[config.mk]
export PLATFORM = sky130hd
export DESIGN_NAME = chord_sequencer
export DESIGN_NICKNAME = d
export VERILOG_FILES = /design/src/rtl/chord_sequencer.sv
export SDC_FILE = /design/constraint.sdc
export NUM_CORES = 1
export LEC_CHECK = 0
export CAP_MARGIN = 10
export CORE_MARGIN = 2
export CORE_UTILIZATION = 48
export DETAILED_ROUTE_END_ITERATION = 8
export GPL_TIMING_DRIVEN = 0
export PLACE_DENSITY = 0.77
export RECOVER_POWER = 100
export SLEW_MARGIN = 20
export SYNTH_ARGS = -nofsm -noshare
export SYNTH_HDL_FRONTEND = slang
export SYNTH_SLANG_ARGS = --single-unit
[constraint.sdc]
create_clock -name clk -period 2.34 [get_ports clk]
set_input_delay 0.585 -clock clk [delete_from_list [all_inputs] [get_ports clk]]
set_output_delay 0.585 -clock clk [all_outputs]
set_load 0.05 [all_outputs]
[src/rtl/chord_sequencer.sv]
// chord_sequencer
//   Feeds the four-voice notes player. Walks a synchronous song ROM, groups
//   consecutive note words into chords of up to four notes, presents each
//   chord together with a load_new_note pulse, then waits for the player to
//   accept and finish the chord before fetching the next. Stops at the
//   all-zero end-of-song word.
//
// Parameters
//   ADDR_WIDTH : song ROM address width
//   START_ADDR : first ROM address read after reset or restart
//
// Ports
//   clk                  system clock
//   reset                asynchronous active-low reset
//   play                 1 = run, 0 = freeze in the current state
//   restart              one-cycle pulse: back to START_ADDR, clear song_done
//   done_with_note       player has finished the current chord
//   rom_data[15:0]       song word {chord_end, meta[2:0], dur[5:0], note[5:0]}
//   rom_addr             song ROM read address (1-cycle read latency)
//   note1..note4         chord notes, unused slots 0
//   metadata1..4         per-note metadata, unused slots 0
//   duration             chord duration in beats
//   num_notes            notes in chord minus 1
//   load_new_note        one-cycle pulse; chord outputs valid from this cycle
//   song_done            song finished; held until restart or reset
module chord_sequencer #(
    parameter int ADDR_WIDTH = 7,
    parameter int START_ADDR = 0
) (
    input  logic                  clk,
    input  logic                  reset,
    input  logic                  play,
    input  logic                  restart,
    input  logic                  done_with_note,
    input  logic [15:0]           rom_data,
    output logic [ADDR_WIDTH-1:0] rom_addr,
    output logic [5:0]            note1,
    output logic [5:0]            note2,
    output logic [5:0]            note3,
    output logic [5:0]            note4,
    output logic [2:0]            metadata1,
    output logic [2:0]            metadata2,
    output logic [2:0]            metadata3,
    output logic [2:0]            metadata4,
    output logic [5:0]            duration,
    output logic [1:0]            num_notes,
    output logic                  load_new_note,
    output logic                  song_done
);

    typedef enum logic [2:0] {
        S_IDLE,
        S_ADDR,
        S_READ,
        S_LOAD,
        S_WAIT_BUSY,
        S_WAIT_DONE,
        S_DONE
    } state_t;

    localparam logic [ADDR_WIDTH-1:0] START = ADDR_WIDTH'(START_ADDR);

    state_t                r_state;
    state_t                w_next;

    logic [ADDR_WIDTH-1:0] r_addr;
    logic [2:0]            r_cnt;          // notes staged so far, saturates at 4
    logic [5:0]            r_stg_note [4];
    logic [2:0]            r_stg_meta [4];
    logic [5:0]            r_stg_dur;

    logic [5:0]            r_note [4];     // output bank, written only in LOAD
    logic [2:0]            r_meta [4];
    logic [5:0]            r_dur;
    logic [1:0]            r_num;

    logic                  w_eos;
    logic                  w_chord_end;
    logic [5:0]            w_dur;
    logic                  w_last;
    logic                  w_store;
    logic                  w_load;
    logic [5:0]            w_chord_note [4];
    logic [2:0]            w_chord_meta [4];
    logic [1:0]            w_num;

    assign w_eos       = (rom_data == 16'h0000);
    assign w_chord_end = rom_data[15];
    assign w_dur       = rom_data[11:6];
    assign w_last      = (r_addr == {ADDR_WIDTH{1'b1}});
    assign w_store     = (r_cnt < 3'd4);
    assign w_num       = 2'(r_cnt - 3'd1);

    // Slots beyond the staged count may hold notes from an earlier chord;
    // mask them so unused voices always present 0.
    always_comb begin
        for (int i = 0; i < 4; i++) begin
            w_chord_note[i] = '0;
            w_chord_meta[i] = '0;
            if (3'(i) < r_cnt) begin
                w_chord_note[i] = r_stg_note[i];
                w_chord_meta[i] = r_stg_meta[i];
            end
        end
    end

    always_ff @(posedge clk or negedge reset) begin
        if (!reset) begin
            r_state <= S_IDLE;
        end else if (restart) begin
            r_state <= S_IDLE;
        end else if (play) begin
            r_state <= w_next;
        end
    end

    always_comb begin
        w_next = r_state;
        w_load = 1'b0;
        case (r_state)
            S_IDLE:      w_next = S_ADDR;
            S_ADDR:      w_next = S_READ;
            S_READ: begin
                // The last address cannot advance, so the song ends there
                // rather than wrapping back to address 0.
                if (w_eos || w_last)
                    w_next = S_DONE;
                else if (w_chord_end && (w_dur != 6'd0))
                    w_next = S_LOAD;
                else
                    w_next = S_ADDR;
            end
            S_LOAD: begin
                w_next = S_WAIT_BUSY;
                // Held off while paused so the pulse only fires once play returns.
                w_load = play && !restart;
            end
            // A done still high from the previous chord must not count as
            // completion, so first see it drop, then see it rise.
            S_WAIT_BUSY: if (!done_with_note) w_next = S_WAIT_DONE;
            S_WAIT_DONE: if (done_with_note)  w_next = S_ADDR;
            S_DONE:      w_next = S_DONE;
            default:     w_next = S_IDLE;
        endcase
    end

    always_ff @(posedge clk or negedge reset) begin
        if (!reset) begin
            r_addr    <= START;
            r_cnt     <= '0;
            r_stg_dur <= '0;
            r_dur     <= '0;
            r_num     <= '0;
            for (int i = 0; i < 4; i++) begin
                r_stg_note[i] <= '0;
                r_stg_meta[i] <= '0;
                r_note[i]     <= '0;
                r_meta[i]     <= '0;
            end
        end else if (restart) begin
            r_addr <= START;
            r_cnt  <= '0;
        end else if (play) begin
            case (r_state)
                S_READ: begin
                    if (w_eos) begin
                        r_cnt <= '0;
                    end else begin
                        if (!w_last)
                            r_addr <= r_addr + 1'b1;
                        if (w_chord_end && (w_dur == 6'd0)) begin
                            // Zero-length chord is dropped; an empty count
                            // makes every staged slot read as unused.
                            r_cnt <= '0;
                        end else begin
                            if (w_store) begin
                                r_stg_note[r_cnt[1:0]] <= rom_data[5:0];
                                r_stg_meta[r_cnt[1:0]] <= rom_data[14:12];
                                r_cnt                  <= r_cnt + 3'd1;
                            end
                            if (w_chord_end)
                                r_stg_dur <= w_dur;
                        end
                    end
                end
                S_LOAD: begin
                    if (w_load) begin
                        for (int i = 0; i < 4; i++) begin
                            r_note[i] <= w_chord_note[i];
                            r_meta[i] <= w_chord_meta[i];
                        end
                        r_dur <= r_stg_dur;
                        r_num <= w_num;
                        r_cnt <= '0;
                    end
                end
                default: ;
            endcase
        end
    end

    // During the pulse cycle the outputs show the chord being loaded, so
    // they are valid together with load_new_note; afterwards the bank holds it.
    assign note1     = w_load ? w_chord_note[0] : r_note[0];
    assign note2     = w_load ? w_chord_note[1] : r_note[1];
    assign note3     = w_load ? w_chord_note[2] : r_note[2];
    assign note4     = w_load ? w_chord_note[3] : r_note[3];
    assign metadata1 = w_load ? w_chord_meta[0] : r_meta[0];
    assign metadata2 = w_load ? w_chord_meta[1] : r_meta[1];
    assign metadata3 = w_load ? w_chord_meta[2] : r_meta[2];
    assign metadata4 = w_load ? w_chord_meta[3] : r_meta[3];
    assign duration  = w_load ? r_stg_dur : r_dur;
    assign num_notes = w_load ? w_num : r_num;

    assign load_new_note = w_load;
    assign song_done     = (r_state == S_DONE);
    assign rom_addr      = r_addr;

endmodule

# Word level (Yosys, flattened, before mapping)
# Cells that the tools add are included.
[totals] regBits=99 input_bits=21 output_inout_bits=53 word_cells=113
[classes] add_sub_neg=3 order_cmp=7 eq_ne=13 n_mux=44 bitwise=4 reduce_logical=20
[ops] operator="two-way mux 3 bit" n=20
[ops] operator="two-way mux 6 bit" n=10
[ops] operator="two-way mux 7 bit" n=5
[ops] operator="bitwise mux 24 bit" n=1
[ops] operator="one-hot mux 3 bit (7 select lines)" n=1
[ops] operator="logical NOT 16 bit" n=1
[ops] operator="bitwise mux 12 bit" n=1
[ops] operator="demux 6 bit (select 2 bit)" n=1
[ops] operator="AND reduction 4 bit" n=3
[ops] operator="AND reduction 6 bit" n=2
[ops] operator="== test 3 bit (second input constant)" n=3
[ops] operator="inequality test 3 bit (second input constant)" n=3
[ops] operator="adder 7 x 1 -> 7 bit (second input constant)" n=1
[ops] operator="== test 7 bit (second input constant)" n=1
[ops] operator="demux 3 bit (select 2 bit)" n=1
[ops] operator="== test 3 x 2 -> 1 bit (second input constant)" n=2
[ops] operator="logical NOT 6 bit" n=1
[ops] operator="less-than comparator 1 x 3 -> 1 bit (first input constant)" n=2
[ops] operator="less-than comparator 2 x 3 -> 1 bit (first input constant)" n=2
[ops] operator="one-hot mux 3 bit (2 select lines)" n=1
[ops] operator="AND reduction 3 bit" n=2
[ops] operator="nonzero test 6 bit" n=1
[ops] operator="inequality test 5 bit (second input constant)" n=1
[ops] operator="logical AND 1 bit" n=4
[ops] operator="16 further kinds" n=21

# Longest topological paths before layout
# Gate-level depths: netlist (run 1).
[depth] word_depth=7 depth_mapped=6 mapped_depth_nobuf=6

# Least setup slack after synthesis (run 1)
# Ideal clock, no wire load.
[synth_path] path_type="input to output" startpoint="input restart" endpoint="output num_notes[0]" arrival_ns=2.514 required_ns=1.755 path_slack_ns=-0.759 cell_stages=5 path_buffers=2 cell_sequence="buf_2 nor3b_2 nand3_1 clkbuf_1 o21ai_0"
[synth_between] elab_chain_cells=4
[synth_rtl] element="start: declaration" line="33" rtl="input logic restart,"
[synth_rtl] element="logical NOT 1 bit" line="136" rtl="w_load = play && !restart;"
[synth_rtl] element="logical AND 1 bit" line="136"
[synth_rtl] element="two-way mux 1 bit" line="120" rtl="case (r_state)"
[synth_rtl] element="two-way mux 2 bit"
[synth_rtl] element="end: declaration" line="46" rtl="output logic [1:0] num_notes,"
# Every way passes these cells.

# Final worst setup path (run 1)
[layout_path] startpoint="register r_state[2]" endpoint="output note4[5]"
[layout_between] elab_chain_cells=3
[layout_rtl] element="start: declaration" line="63" rtl="state_t r_state;"
[layout_rtl] element="start signal: assignment" line="113" rtl="r_state <= w_next;"
[layout_rtl] element="== test 3 x 2 -> 1 bit" line="120"
[layout_rtl] element="two-way mux 1 bit" line="120"
[layout_rtl] element="two-way mux 6 bit" line="207" rtl="assign note4 = w_load ? w_chord_note[3] : r_note[3];"
[layout_rtl] element="end: declaration" line="40" rtl="output logic [5:0] note4,"
# Every way passes these cells.

==> reports/metrics.yaml, run 1 <==
detailed_routing:
  drtPass1Iterations: 4
  drtIter0Drc: 160
  post_drt_wl_per_cell_um: 18.51
  vias: 3499
  detail_route.vias_per_cell: 5.367
  drt-total-wl_um: 12070
  ant_nets: 0
  drc: 0
timing:
  timing.final.crit_period_ns: 2.692
  setup_viol_count_final: 45
  hold_viol: 0
  rsz0062_at_grt: "true"
  fmax_ghz: 0.3715
  setup_ws_ns: -0.3519
  finClkSkew_ns: 0.01156
  slew_headroom: -0.1227
  hold-worst-slack_ns: 0.5035
  setup_tns_ns: -12.09
  worst_pin_slew_ns: 1.684
  maxSlewViolCount: 40
  fin_crit_sh: 1.150
critical_path:
  critical_path_class: "register to primary output"
  start_kind: "register"
  cp.arrival_ns: 2.11
  r2r_start: "r_state[2]"
  crit_chain: "nor3b_4 > buf_6 > buf_12 > nand3_4 > buf_4 > clkbuf_16 > nand2_1 > o21ai_4 > buf_6"
  crit_family: "buffers and inverters"
  cp-end-kind: "primary output"
  worst-path-max-fanout: 7
  worstRegToRegCells: 9
  cp.depth: 9
  cp_common_cell: "buf_6"
  critPathLaunch: "r_state[2]"
  r2r-end: "r_stg_dur[4]"
  slowest_stage: "dfrtp_1"
  reg2reg_setup_slack_ns: 0.21
  crit_end: "note4[5]"
  required_ns: 1.75
  path_buf_inv: 5
  cpPeakStageDelay_ns: 0.43
global_routing:
  grt_usage: 0.2409
  grt_pass1_wl_um: 18890
  antenna_found_initial: 0
  grt_max_degree: 62
  grt_pass1_vias: 3708
  grt_overflow: 0
yosys:
  synth_area_um2: 4588
  synth-xor-area-share: 0
  synth.most_common_cell: "dfrtp_1"
  synth-simple-area-share: 0.1380
  yosysWarnings: 0
  synth.area.top_cells: "dfrtp_1 54%, mux2_4 12%, nand2_1 5.6%"
  yosysTopAreaCellShare: 0.5400
  syn_inst: 386
  syn_avg_cell_area_um2: 11.89
  yosysSeqAreaShare: 0.5400
  yosysTopAreaCell: "dfrtp_1"
  synth_common_cells: "99 x dfrtp_1, 68 x nand2_1, 42 x o21ai_1"
  synthFlopType: "dfrtp_1"
  synthAdderAreaFrac: 0.01364
  synth_compound_area_frac: 0.1124
  synthesis.nets: 412
  async_flop_share: 1.000
  synth_seq_cells: 99
  synth_top_family_by_area: "multiplexers"
  synth-edff-count: 0
  ys_types: 45
  muxShareOfSynthArea: 0.1666
power:
  p_leak_nw: 3.155
  power_density_nw_per_um2: 501.1
  ir_worst_vdd_uv: 319.1
status:
  violations: "capacitance limit, slew limit, setup timing"
  status: "finished, violations left"
place:
  gp_congestion: 0.8017
  dp_slack_ns: -1.281
  place_hpwl_um: 7343
  port-buffer-count: 72
cts:
  htree_levels: 3
  numCtsBuffers: 9
  cts.sinks: 99
  tritoncts: "done"
  clk_latency_ns: 0.36
  ctsHoldBuffers: 0
  cts_buffer_depth: 2
  path_clk_slew_ns: 0.09
  root_buffer: "clkbuf_8"
floorplan:
  die_width_um: 101.8
  core_area_um2: 9240
  row_count: 35
  start_util: 0.4965
  die_height_um: 101.8
  io_pins: 74
  die_area_um2: 10360
hold_path:
  hold_path_class: "register to register"
cells_and_area:
  layout-drive-gt1-share: 0.4608
  n_antenna_cell: 0
  final.fill_count: 563
  syn_to_final_growth_pct: 52.09
  finalNetCount: 544
run:
  max_cap_viol_count: 1
==> final cells by class <==
cell class | instances | area [um^2] | share of cell area
inverters | 12 | 47.55 | 0.006814
clock inverters | 5 | 37.54 | 0.005379
flip-flops and latches | 99 | 2480 | 0.3554
clock buffers | 11 | 131.4 | 0.01883
repair buffers | 125 | 1443 | 0.2067
well taps | 129 | 161.4 | 0.02313
plain buffers | 15 | 146.4 | 0.02098
multi-input cells | 256 | 2531 | 0.3627
==> stage by stage <==
step             util  cell area [um^2]  total power, W  instances
6_report       0.7552              6978        0.003497        652
5_1_grt        0.7552              6978        0.003643        652
4_1_cts        0.7347              6789        0.003514        635
3_5_place_dp   0.6521              6026        0.002490        588
3_3_place_gp   0.6490              5997        0.002467        587
2_1_floorplan       -              5115        0.002288        386
==> report_power, final <==
| group | leakage, nW | total (W) | switching [W] | internal, W |
|---|---|---|---|---|
| combinational | 1.73 | 0.000603 | 0.000310 | 0.000292 |
| sequential | 1.35 | 0.00192 | 0.0000870 | 0.00184 |
| clock | 0.0799 | 0.000971 | 0.000580 | 0.000391 |
==> worst min-delay path by stage <==
stage              start   endpoint  cells after the start
2_1_floorplan      reset   r_cnt[0]                      0
3_3_place_gp    r_dur[1]   r_dur[1]                      1
3_5_place_dp   r_meta[6]  r_meta[6]                      2
4_1_cts            reset  r_note[8]                      1
5_1_grt         r_dur[4]   r_dur[4]                      1
6_report        r_dur[1]   r_dur[1]                      1
==> sequential cells by signal (all words and copies together), names as in the netlist <==
signal,flops
r_dur,6
r_stg_dur,6
r_num,2
r_state,3
r_stg_note,24
rom_addr,7
r_note,24
r_meta,12
r_cnt,3
r_stg_meta,12
==> layer usage <==
| layer | track usage | vias up | wire, um |
|---|---|---|---|
| li1 | - | 1616 | - |
| met1 | 0.3070 | 1759 | 5101 |
| met2 | 0.3917 | 101 | 6175 |
| met3 | 0.05797 | 23 | 516 |
| met4 | 0.1060 | 0 | 277 |
| met5 | 0 | - | 0 |
==> cell usage in the layout (no fill, tap or decap), types with 9 or more instances in the layout <==
master / n
mux2_1: 12
mux2_4: 42
o21ai_4: 43
nand2_1: 56
buf_12: 13
nand2_2: 9
o21ai_0: 13
clkbuf_8: 10
clkdlybuf4s50_1: 19
inv_1: 10
dfrtp_1: 97
buf_6: 54
buf_4: 23
==> cells by family (layout without fill, tap and decap cells) <==
group / count (synthesis) / in the layout
and+or+nand+nor: 112 / 113
DFF: 99 / 99
AOI/OAI and AO/OA: 82 / 82
muxes: 56 / 56
buffers and inverters: 32 / 168
adders and majority gates: 5 / 5
==> timing repair <==
item	CTS	global route
pin swaps	12	12
setup endpoints to repair	83	47
buffers inserted	26	23
resized for setup	369	36
cloned	5	2
endpoints found under the hold margin	0	0
Note: power is estimated with default switching activity, not from simulation.
==> run 2, diff against run 1 <==
CORE_MARGIN = default   (was 2)
==> reports/metrics.yaml, run 2 (same netlist as run 1, synthesis figures left out) <==
status:
  status: "finished, violations left"
  violations: "setup timing"
global_routing:
  grt_pass1_wl_um: 18830  # -0.29%
  grt_pass1_vias: 3617  # -2.5%
  grt_overflow: 0  # unchanged
  grt_usage: 0.2505  # +0.009545
  antenna_found_initial: 0  # unchanged
  grt_max_degree: 62  # unchanged
cells_and_area:
  mostFrequentLayoutCell: "dfrtp_1"
  final.fill_count: 639  # +13%
  final_area_um2: 6520  # -6.6%
  reg.largest.list: "r_note: 24 flops, r_stg_note: 24 flops"
  fin_cells: 627  # -3.8%
  post-route-util: 0.7056  # -0.04956
  layout-drive-gt1-share: 0.4197  # -0.04112
  syn_to_final_growth_pct: 42.11
  final_cell_mix: "97 x dfrtp_1, 67 x nand2_1, 43 x o21ai_4, 42 x mux2_4, 34 x buf_4"
  n_antenna_cell: 0  # unchanged
  multi_input_area_um2: 2479  # -2.1%
  finalNetCount: 519  # -4.6%
  ff_latch_area_um2: 2480  # unchanged
power:
  p_leak_nw: 2.956  # -6.3%
  ir_worst_vdd_uv: 392.5  # +23%
  power_density_nw_per_um2: 555.4  # +11%
floorplan:
  die_area_um2: 9954  # -3.9%
  start_util: 0.4965  # unchanged
  die_width_um: 99.77  # -2.0%
  io_pins: 74  # unchanged
  core_area_um2: 9240  # unchanged
  die_height_um: 99.77  # -2.0%
  row_count: 35  # unchanged
critical_path:
  required_ns: 1.75  # about the same
  slowest_stage: "dfrtp_1"
  critical_path_class: "register to primary output"
  cp-end-kind: "primary output"
  crit_family: "buffers and inverters"
  cp.depth: 6  # -3
  cp.arrival_ns: 2.00  # -0.11 ns
  crit_chain: "nor3b_4 > buf_6 > nand3_4 > clkbuf_16 > mux2_4 > buf_8"
  worst-path-max-fanout: 6  # -1
  worstRegToRegCells: 7  # -2
  path_buf_inv: 3  # -2
  cpPeakStageDelay_ns: 0.42  # about the same
  start_kind: "register"
timing:
  fin_crit_sh: 1.106  # -0.04440
  finClkSkew_ns: 0.01172  # +0.0001603 ns
  maxSlewViolCount: 0  # -100%
  rsz0062_at_grt: "true"
  setup_viol_count_final: 83  # +84%
  fmax_ghz: 0.3864  # +4.0%
  setup_ws_ns: -0.2480  # +0.1039 ns
  hold_viol: 0  # unchanged
  hold-worst-slack_ns: 0.3533  # -0.1502 ns
  slew_headroom: 0.3446  # +0.4673
  timing.final.crit_period_ns: 2.588  # -0.1039 ns
  worst_pin_slew_ns: 0.9831  # -0.7010 ns
detailed_routing:
  top_layer: "met4"
  drtIter0Drc: 156  # -2.5%
  vias: 3437  # -1.8%
  ant_nets: 0  # unchanged
  post_drt_wl_per_cell_um: 18.32  # -1.1%
  dr_wl_met3_um: 593  # +15%
  wl_met1_um: 4692  # -8.0%
  wl_met2_um: 5908  # -4.3%
  drc: 0  # unchanged
  detail_route.vias_per_cell: 5.482  # +2.1%
  drt-total-wl_um: 11480  # -4.9%
  drtPass1Iterations: 4  # unchanged
place:
  place_hpwl_um: 7256  # -1.2%
  port-buffer-count: 72  # unchanged
  dp_slack_ns: -1.272  # +0.008900 ns
  dp.cells: 588  # unchanged
  placed_area_um2: 6026  # unchanged
  gp_congestion: 0.7740  # -3.5%
run:
  max_cap_viol_count: 0  # -1
hold_path:
  hold_path_class: "input port to asynchronous set/reset pin"
cts:
  path_clk_slew_ns: 0.10  # about the same
  root_buffer: "clkbuf_8"
  clk_latency_ns: 0.38  # +0.02 ns
  cts.sinks: 99  # unchanged
  cts_buffer_depth: 2  # unchanged
  numCtsBuffers: 9  # unchanged
  tritoncts: "done"
  htree_levels: 3  # unchanged
  ctsHoldBuffers: 0  # unchanged
run 2: changes by cell type in the layout (fill, tap and decap cells not counted), sizes merged, moves of 2 or more:
cell         previous run  this run
clkinv                  2         0
dlygate4sd3             0         2
clkbuf                 25        31
dlygate4sd2             5         2
buf                   100        71
run 2: power by group:
part	internal (W)	total, W	switching (W)
Sequential	0.00184	0.00192	0.0000820
Combinational	0.000259	0.000563	0.000304
Clock	0.000528	0.00114	0.000613
Total	0.00262	0.00362	0.000999
run 2: timing repair:
item,in CTS,in global routing
hold endpoints to repair,0,0
pin swaps,7,3
endpoints found under the setup margin,83,47
gates cloned,4,0
gates resized for setup,327,19
setup buffers,14,6
run 2: worst paths after layout:
path	end	slack, ns	startpoint
min reg2reg	r_dur[3]	0.50	r_dur[3]
min	r_note[18]	0.35	reset
max reg2reg	r_stg_note[1]	0.15	r_state[2]
min in group clk	r_dur[3]	0.50	r_dur[3]
max	duration[4]	-0.25	r_state[2]
max in group asynchronous	r_stg_meta[2]	0.55	reset
run 2: layout make-up:
type / count / area share
Buffer: 19 / 0.03186
Timing Repair Buffer: 96 / 0.1449
Clock inverter: 5 / 0.009403
Tap cell: 129 / 0.02476
Clock buffer: 11 / 0.02168
Sequential cell: 99 / 0.3803
Inverter: 12 / 0.006908
Multi-Input combinational cell: 256 / 0.3802
run 2: metrics by stage:
step           total power [W]  setup TNS, ns
6_report              0.003621         -12.01
5_1_grt               0.003767         -17.76
4_1_cts               0.003637         -12.21
3_5_place_dp          0.002490         -80.48
3_3_place_gp          0.002467        -369.84
2_1_floorplan         0.002288              0
run 2: layer usage:
layer / up-vias / GRT usage
met5: - / 0
met3: 25 / 0.06894
li1: 1567 / -
met2: 98 / 0.4292
met4: 0 / 0.09842
met1: 1747 / 0.3000
==> run 3, diff against run 2 <==
SETUP_SLACK_MARGIN = 0.1   (was default)
==> reports/metrics.yaml, run 3 (same netlist as run 1, synthesis figures left out) <==
status:
  status: "finished, violations left"
  violations: "capacitance limit, slew limit, setup timing"
critical_path:
  worst-path-max-fanout: 8  # +2
  start_kind: "register"
  cp-end-kind: "primary output"
  crit_chain: "buf_6 > nor3b_4 > buf_6 > nand3_4 > clkbuf_16 > buf_12 > o21ai_4 > buf_6"
  cp.arrival_ns: 2.21  # +0.21 ns
  critical_path_class: "register to primary output"
  cpPeakStageDelay_ns: 0.39  # -0.03 ns
  reg2reg_setup_slack_ns: 0.09  # -0.06 ns
  required_ns: 1.75  # about the same
  cp_common_cell: "buf_6"
  slowest_stage: "dfrtp_1"
power:
  power_w: 0.003758  # +3.8%
  p_leak_nw: 3.291  # +11%
  ir_worst_vdd_uv: 286.8  # -27%
  power_density_nw_per_um2: 525.1  # -5.5%
global_routing:
  antenna_found_initial: 0  # unchanged
  grt_util_met1: 0.3144  # +0.01431
  grt_overflow: 0  # unchanged
  grt_pass1_vias: 3798  # +5.0%
  grt_util_met2: 0.4753  # +0.04615
  grt_pass1_wl_um: 20030  # +6.4%
  grt_max_degree: 70  # +13%
  grtUsageMet3: 0.05292  # -0.01602
  grt.busiest_layer: "met2"
  grt_usage: 0.2649  # +0.01444
place:
  gp_congestion: 0.7974  # +3.0%
  port-buffer-count: 72  # unchanged
  dp.cells: 588  # unchanged
  place_hpwl_um: 7258  # about the same
  placed_area_um2: 6036  # +0.17%
detailed_routing:
  post_drt_wl_per_cell_um: 20.39  # +11%
  drt-total-wl_um: 13280  # +16%
  drtIter0Drc: 110  # -29%
  vias: 3607  # +4.9%
  ant_nets: 0  # unchanged
  detail_route.vias_per_cell: 5.541  # +1.1%
  drtPass1Iterations: 4  # unchanged
  drc: 0  # unchanged
cells_and_area:
  layout-drive-gt1-share: 0.4962  # +0.07649
  n_antenna_cell: 0  # unchanged
  final_area_um2: 7157  # +9.8%
  final_cell_mix: "97 x dfrtp_1, 58 x buf_6, 43 x nand2_1, 43 x o21ai_4, 42 x mux2_4"
  finalNetCount: 543  # +4.6%
  final.fill_count: 554  # -13%
  mostFrequentLayoutCell: "dfrtp_1"
  reg.largest.list: "r_note: 24 flops, r_stg_note: 24 flops"
  syn_to_final_growth_pct: 55.99
  fin_cells: 651  # +3.8%
floorplan:
  die_area_um2: 9954  # unchanged
  io_pins: 74  # unchanged
  die_height_um: 99.77  # unchanged
  core_area_um2: 9240  # unchanged
  row_count: 35  # unchanged
  die_width_um: 99.77  # unchanged
  start_util: 0.4965  # unchanged
timing:
  rsz0062_at_grt: "true"
  setup_ws_ns: -0.4544  # -0.2063 ns
  hold-worst-slack_ns: 0.5015  # +0.1482 ns
  finClkSkew_ns: 0.01354  # +0.001822 ns
  hold_viol: 0  # unchanged
  timing.final.crit_period_ns: 2.794  # +0.2063 ns
  maxSlewViolCount: 32  # +32
  setup_viol_count_final: 45  # -46%
  fin_crit_sh: 1.194  # +0.08817
  setup_tns_ns: -13.89  # -1.881 ns
  worst_pin_slew_ns: 1.724  # +0.7413 ns
  slew_headroom: -0.1496  # -0.4942
  fmax_ghz: 0.3579  # -7.4%
cts:
  tritoncts: "done"
  cts.sinks: 99  # unchanged
  root_buffer: "clkbuf_8"
  numCtsBuffers: 9  # unchanged
  htree_levels: 3  # unchanged
  path_clk_slew_ns: 0.10  # about the same
  clk_latency_ns: 0.38  # about the same
  cts_buffer_depth: 2  # unchanged
hold_path:
  hold_path_class: "register to register"
run:
  max_cap_viol_count: 1  # +1
==> run 3: routing by layer <==
layer  vias to the layer above  wire (um)  share of wire
met4                         0        301          0.023
met5                         -          0              0
met2                       104       7005           0.53
li1                       1625          -              -
met1                      1854       5330           0.40
met3                        24        638          0.048
==> run 3: worst max-delay path, delay by kind of cell, from the launching register on <==
| kind | cells | cell delay [ns] |
|---|---|---|
| buffers and inverters | 5 | 0.83 |
| and+or+nand+nor | 2 | 0.41 |
| DFF | 1 | 0.39 |
| AOI/OAI and AO/OA | 1 | 0.19 |
==> run 3: metrics by stage <==
| stage | utilization | worst slack [ns] |
|---|---|---|
| floorplan | - | 0.04776 |
| global placement | 0.6501 | -2.927 |
| detailed placement | 0.6532 | -1.285 |
| CTS | 0.7427 | -0.5084 |
| global route | 0.7745 | -0.5009 |
| finish | 0.7745 | -0.4544 |
==> run 3: repair_timing <==
action | in CTS | in global routing
pin swaps | 9 | 25
hold buffers | 0 | 0
gates cloned | 6 | 1
endpoints found under the hold margin | 0 | 0
buffers inserted | 29 | 19
resized for setup | 377 | 92
setup endpoints to repair | 94 | 94
==> run 3: worst paths after layout <==
path                                     end  startpoint  cells past startpoint
worst max-delay path            metadata1[0]  r_state[2]                      8
worst min-delay path               r_note[4]   r_note[4]                      2
worst max register to register  r_stg_dur[2]  r_state[2]                      9
worst min register to register     r_note[4]   r_note[4]                      2
max in group asynchronous           r_cnt[2]       reset                      2
min in group asynchronous          r_note[6]       reset                      1
==> run 3: area by class of cell <==
| cell class | instances | area (um^2) | share of cell area |
|---|---|---|---|
| Multi-Input combinational cell | 256 | 2651 | 0.3705 |
| Sequential cell | 99 | 2480 | 0.3465 |
| Timing Repair Buffer | 121 | 1385 | 0.1935 |
| Buffer | 18 | 212.7 | 0.02972 |
| Tap cell | 129 | 161.4 | 0.02255 |
| Clock buffer | 10 | 137.6 | 0.01923 |
| Clock inverter | 6 | 78.83 | 0.01101 |
| Inverter | 12 | 50.05 | 0.006993 |
==> run 3: power by group <==
part / total (W) / leakage, nW / internal, W / switching [W]
combinational: 0.000626 / 1.83 / 0.000295 / 0.000330
sequential: 0.00193 / 1.35 / 0.00184 / 0.0000911
clock: 0.00120 / 0.111 / 0.000549 / 0.000656
==> variant (settings of run 1) <==
Re-encode `state_t` (7 states) as one-hot, 7 bits wide.
--- a/src/rtl/chord_sequencer.sv
+++ b/src/rtl/chord_sequencer.sv
@@ -49,12 +49,12 @@
 );
 
-    typedef enum logic [2:0] {
-        S_IDLE,
-        S_ADDR,
-        S_READ,
-        S_LOAD,
-        S_WAIT_BUSY,
-        S_WAIT_DONE,
-        S_DONE
+    typedef enum logic [6:0] {
+        S_IDLE      = 7'b0000001,
+        S_ADDR      = 7'b0000010,
+        S_READ      = 7'b0000100,
+        S_LOAD      = 7'b0001000,
+        S_WAIT_BUSY = 7'b0010000,
+        S_WAIT_DONE = 7'b0100000,
+        S_DONE      = 7'b1000000
     } state_t;
 
Function: same outputs for any inputs over 4 cycles, from zero or initial values and one cycle with reset low; so few cycles prove little.
==> variant against run 1 <==
The run still ends with max-capacitance violations, max-slew violations, negative setup slack left; hold slack worse by 18 ps; setup slack got worse by 180 ps; sequential cell count up 4; synthesized area shrank 2.1%; first-iteration DRC count up 5.0%; final area is 0.82% higher; maximum frequency decreased by 6.1%; count of clock-buffer cells in the layout down 2; wire length rose by 8.6%; largest cell class unchanged; highest routed layer unchanged.
Power is not compared: it rests on default switching activity, and its combinational part moved more than twofold at a synthesized area within 25%.
==> variant: results (changes against run 1) <==
outcome: "finished, violations left"  # unchanged
violations: "max-capacitance violations, max-slew violations, negative setup slack"  # unchanged
ys_types: 48  # was 45
place_congestion: 0.7813  # was 0.8017
skew_ps: 13.70  # was 11.56 ps
layout_setup_ws_ps: -527.0  # was -351.9 ps
drt-vias-per-instance: 5.773  # was 5.367
worstPathArrival_ps: 2280  # was 2110 ps
rrSetupSlack_ps: -30  # was 210 ps
num-nets-final: 552  # was 544
dp_hpwl_mm: 7.170  # was 7.343 mm
cp_slowest_stage_delay_ps: 560  # was 430 ps
drive_above_1_share_pct: 52.55  # was 46.08%
grtUsageTotal_pct: 25.93  # was 24.09%
r2r_start: "r_state[1]$_DFFE_PN0P_"  # was r_state[2]$_DFFE_PN0P_
fillers: 526  # was 563
path_delay_family: "simple AND/OR/NAND/NOR gates"  # was buffers and inverters
r2r_end: "r_stg_note[20]$_DFFE_PN0P_"  # was r_stg_dur[4]$_DFFE_PN0P_
synth_commonest_cells: "nand2_1 (109), dfrtp_1 (102), mux2_2 (40), nand3_1 (39), clkbuf_1 (14)"  # was dfrtp_1 (99), nand2_1 (68), o21ai_1 (42), mux2_4 (36), mux2_1 (18)
vias: 3695  # was 3499
min_to: "r_note[5]$_DFFE_PN0P_"  # was r_dur[1]$_DFFE_PN0P_
ys_seq_area_share_pct: 57.41  # was 54.00%
hold_start: "r_note[5]$_DFFE_PN0P_"  # was r_dur[1]$_DFFE_PN0P_
dp.cells: 596  # was 588
hold_depth: 2  # was 1
synth_nets: 437  # was 412
grt_pass1_wl_mm: 19.96  # was 18.89 mm
synth_area_leaders: "dfrtp_1 (57%), mux2_2 (10%), nand2_1 (9.1%)"  # was dfrtp_1 (54%), mux2_4 (12%), nand2_1 (5.6%)
drv_slew: 32  # was 40
worst_pin_slew_ps: 1723  # was 1684 ps
cts-root-buf: "clkbuf_8"  # unchanged
syn_area_per_cell_um2: 10.93  # was 11.89 µm²
ff2ff_path_depth: 7  # was 9
grt_pass1_vias: 3769  # was 3708
drv_cap: 1  # unchanged
grt_max_degree: 74  # was 62
timing.hold.ws_ps: 485.1  # was 503.5 ps
drt_iter0_drc: 168  # was 160
slowest_stage: "or4_4"  # was dfrtp_1
setup_viol: 56  # was 45
worstSkewPairLatency_ps: 380  # was 360 ps
placed_area_um2: 5877  # was 6026 µm²
wl_mm: 13.10  # was 12.07 mm
## variant: cell count changes after synthesis, sizes merged, moves of 3 or more
cell	before	now
dfrtp	99	102
mux2	55	42
or3	1	7
nand3	5	43
nand2	69	109
o21ai	61	12
nor3	2	5
xnor2	0	3
a21o	0	3
inv	12	6
nor4	9	5
## variant: worst register-to-register path: stages, from the launching register on
cell     delay (ps)
dfrtp_2         420
or4_4           560
buf_4           180
nor4_4          180
o21a_2          250
buf_12          160
nand3_4         160
mux2_4          350
## variant: how the worst max path moves through the flow
| stage | startpoint | endpoint | slack, ps | cells after the start |
|---|---|---|---|---|
| 2_1_floorplan | r_state[0]$_DFFE_PN1P_ | metadata4[0] | -70 | 8 |
| 3_3_place_gp | reset | r_note[12]$_DFFE_PN0P_ | -3080 | 1 |
| 3_5_place_dp | play | note4[1] | -1500 | 8 |
| 4_1_cts | r_state[5]$_DFFE_PN0P_ | note1[2] | -520 | 8 |
| 5_1_grt | r_state[1]$_DFFE_PN0P_ | metadata4[1] | -570 | 8 |
| 6_report | r_state[1]$_DFFE_PN0P_ | note1[2] | -530 | 8 |
## variant: cell type report
cell class / instances / area (µm²) / share of cell area, %
multi-input combinational: 284 / 2679 / 38.08
sequential: 103 / 2582 / 36.71
timing repair buffer: 103 / 1191 / 16.93
buffer: 17 / 237.7 / 3.379
tap: 111 / 138.9 / 1.974
clock buffer: 9 / 123.9 / 1.761
inverter: 7 / 38.79 / 0.5513
clock inverter: 5 / 35.03 / 0.4980
timing repair inverter: 1 / 8.758 / 0.1245
## variant: what timing repair did
| item | in CTS | in global routing |
|---|---|---|
| cloned | 10 | 1 |
| hold buffers | 0 | 0 |
| gates resized for setup | 468 | 32 |
| endpoints found under the setup margin | 93 | 89 |
| setup buffers | 11 | 13 |
| pin swaps | 38 | 27 |
## variant: cell families after synthesis
kind of cell	synth area share (%)
and+or+nand+nor	21.23
DFF	57.41
muxes	10.92
AOI/OAI and AO/OA	5.181
buffers and inverters	3.092
adders and majority gates	1.393
xor gates and xnor gates	0.7801
## variant: power groups by stage
stage | Combinational [mW] | Clock, mW | Sequential [mW]
final | 0.169 | 1.02 | 1.80
after global routing | 0.185 | 1.09 | 1.81
after CTS | 0.174 | 1.01 | 1.80
after detailed placement | 0.168 | 0 | 1.84
after global placement | 0.159 | 0 | 1.84
after floorplan | 0.0631 | 0 | 1.83
## variant: layer usage
layer	vias up	track usage [%]	routed length, µm
met3	28	4.508	643
met5	-	0	0
met1	1902	34.69	5258
li1	1644	-	-
met2	121	42.67	6938
met4	0	9.273	263
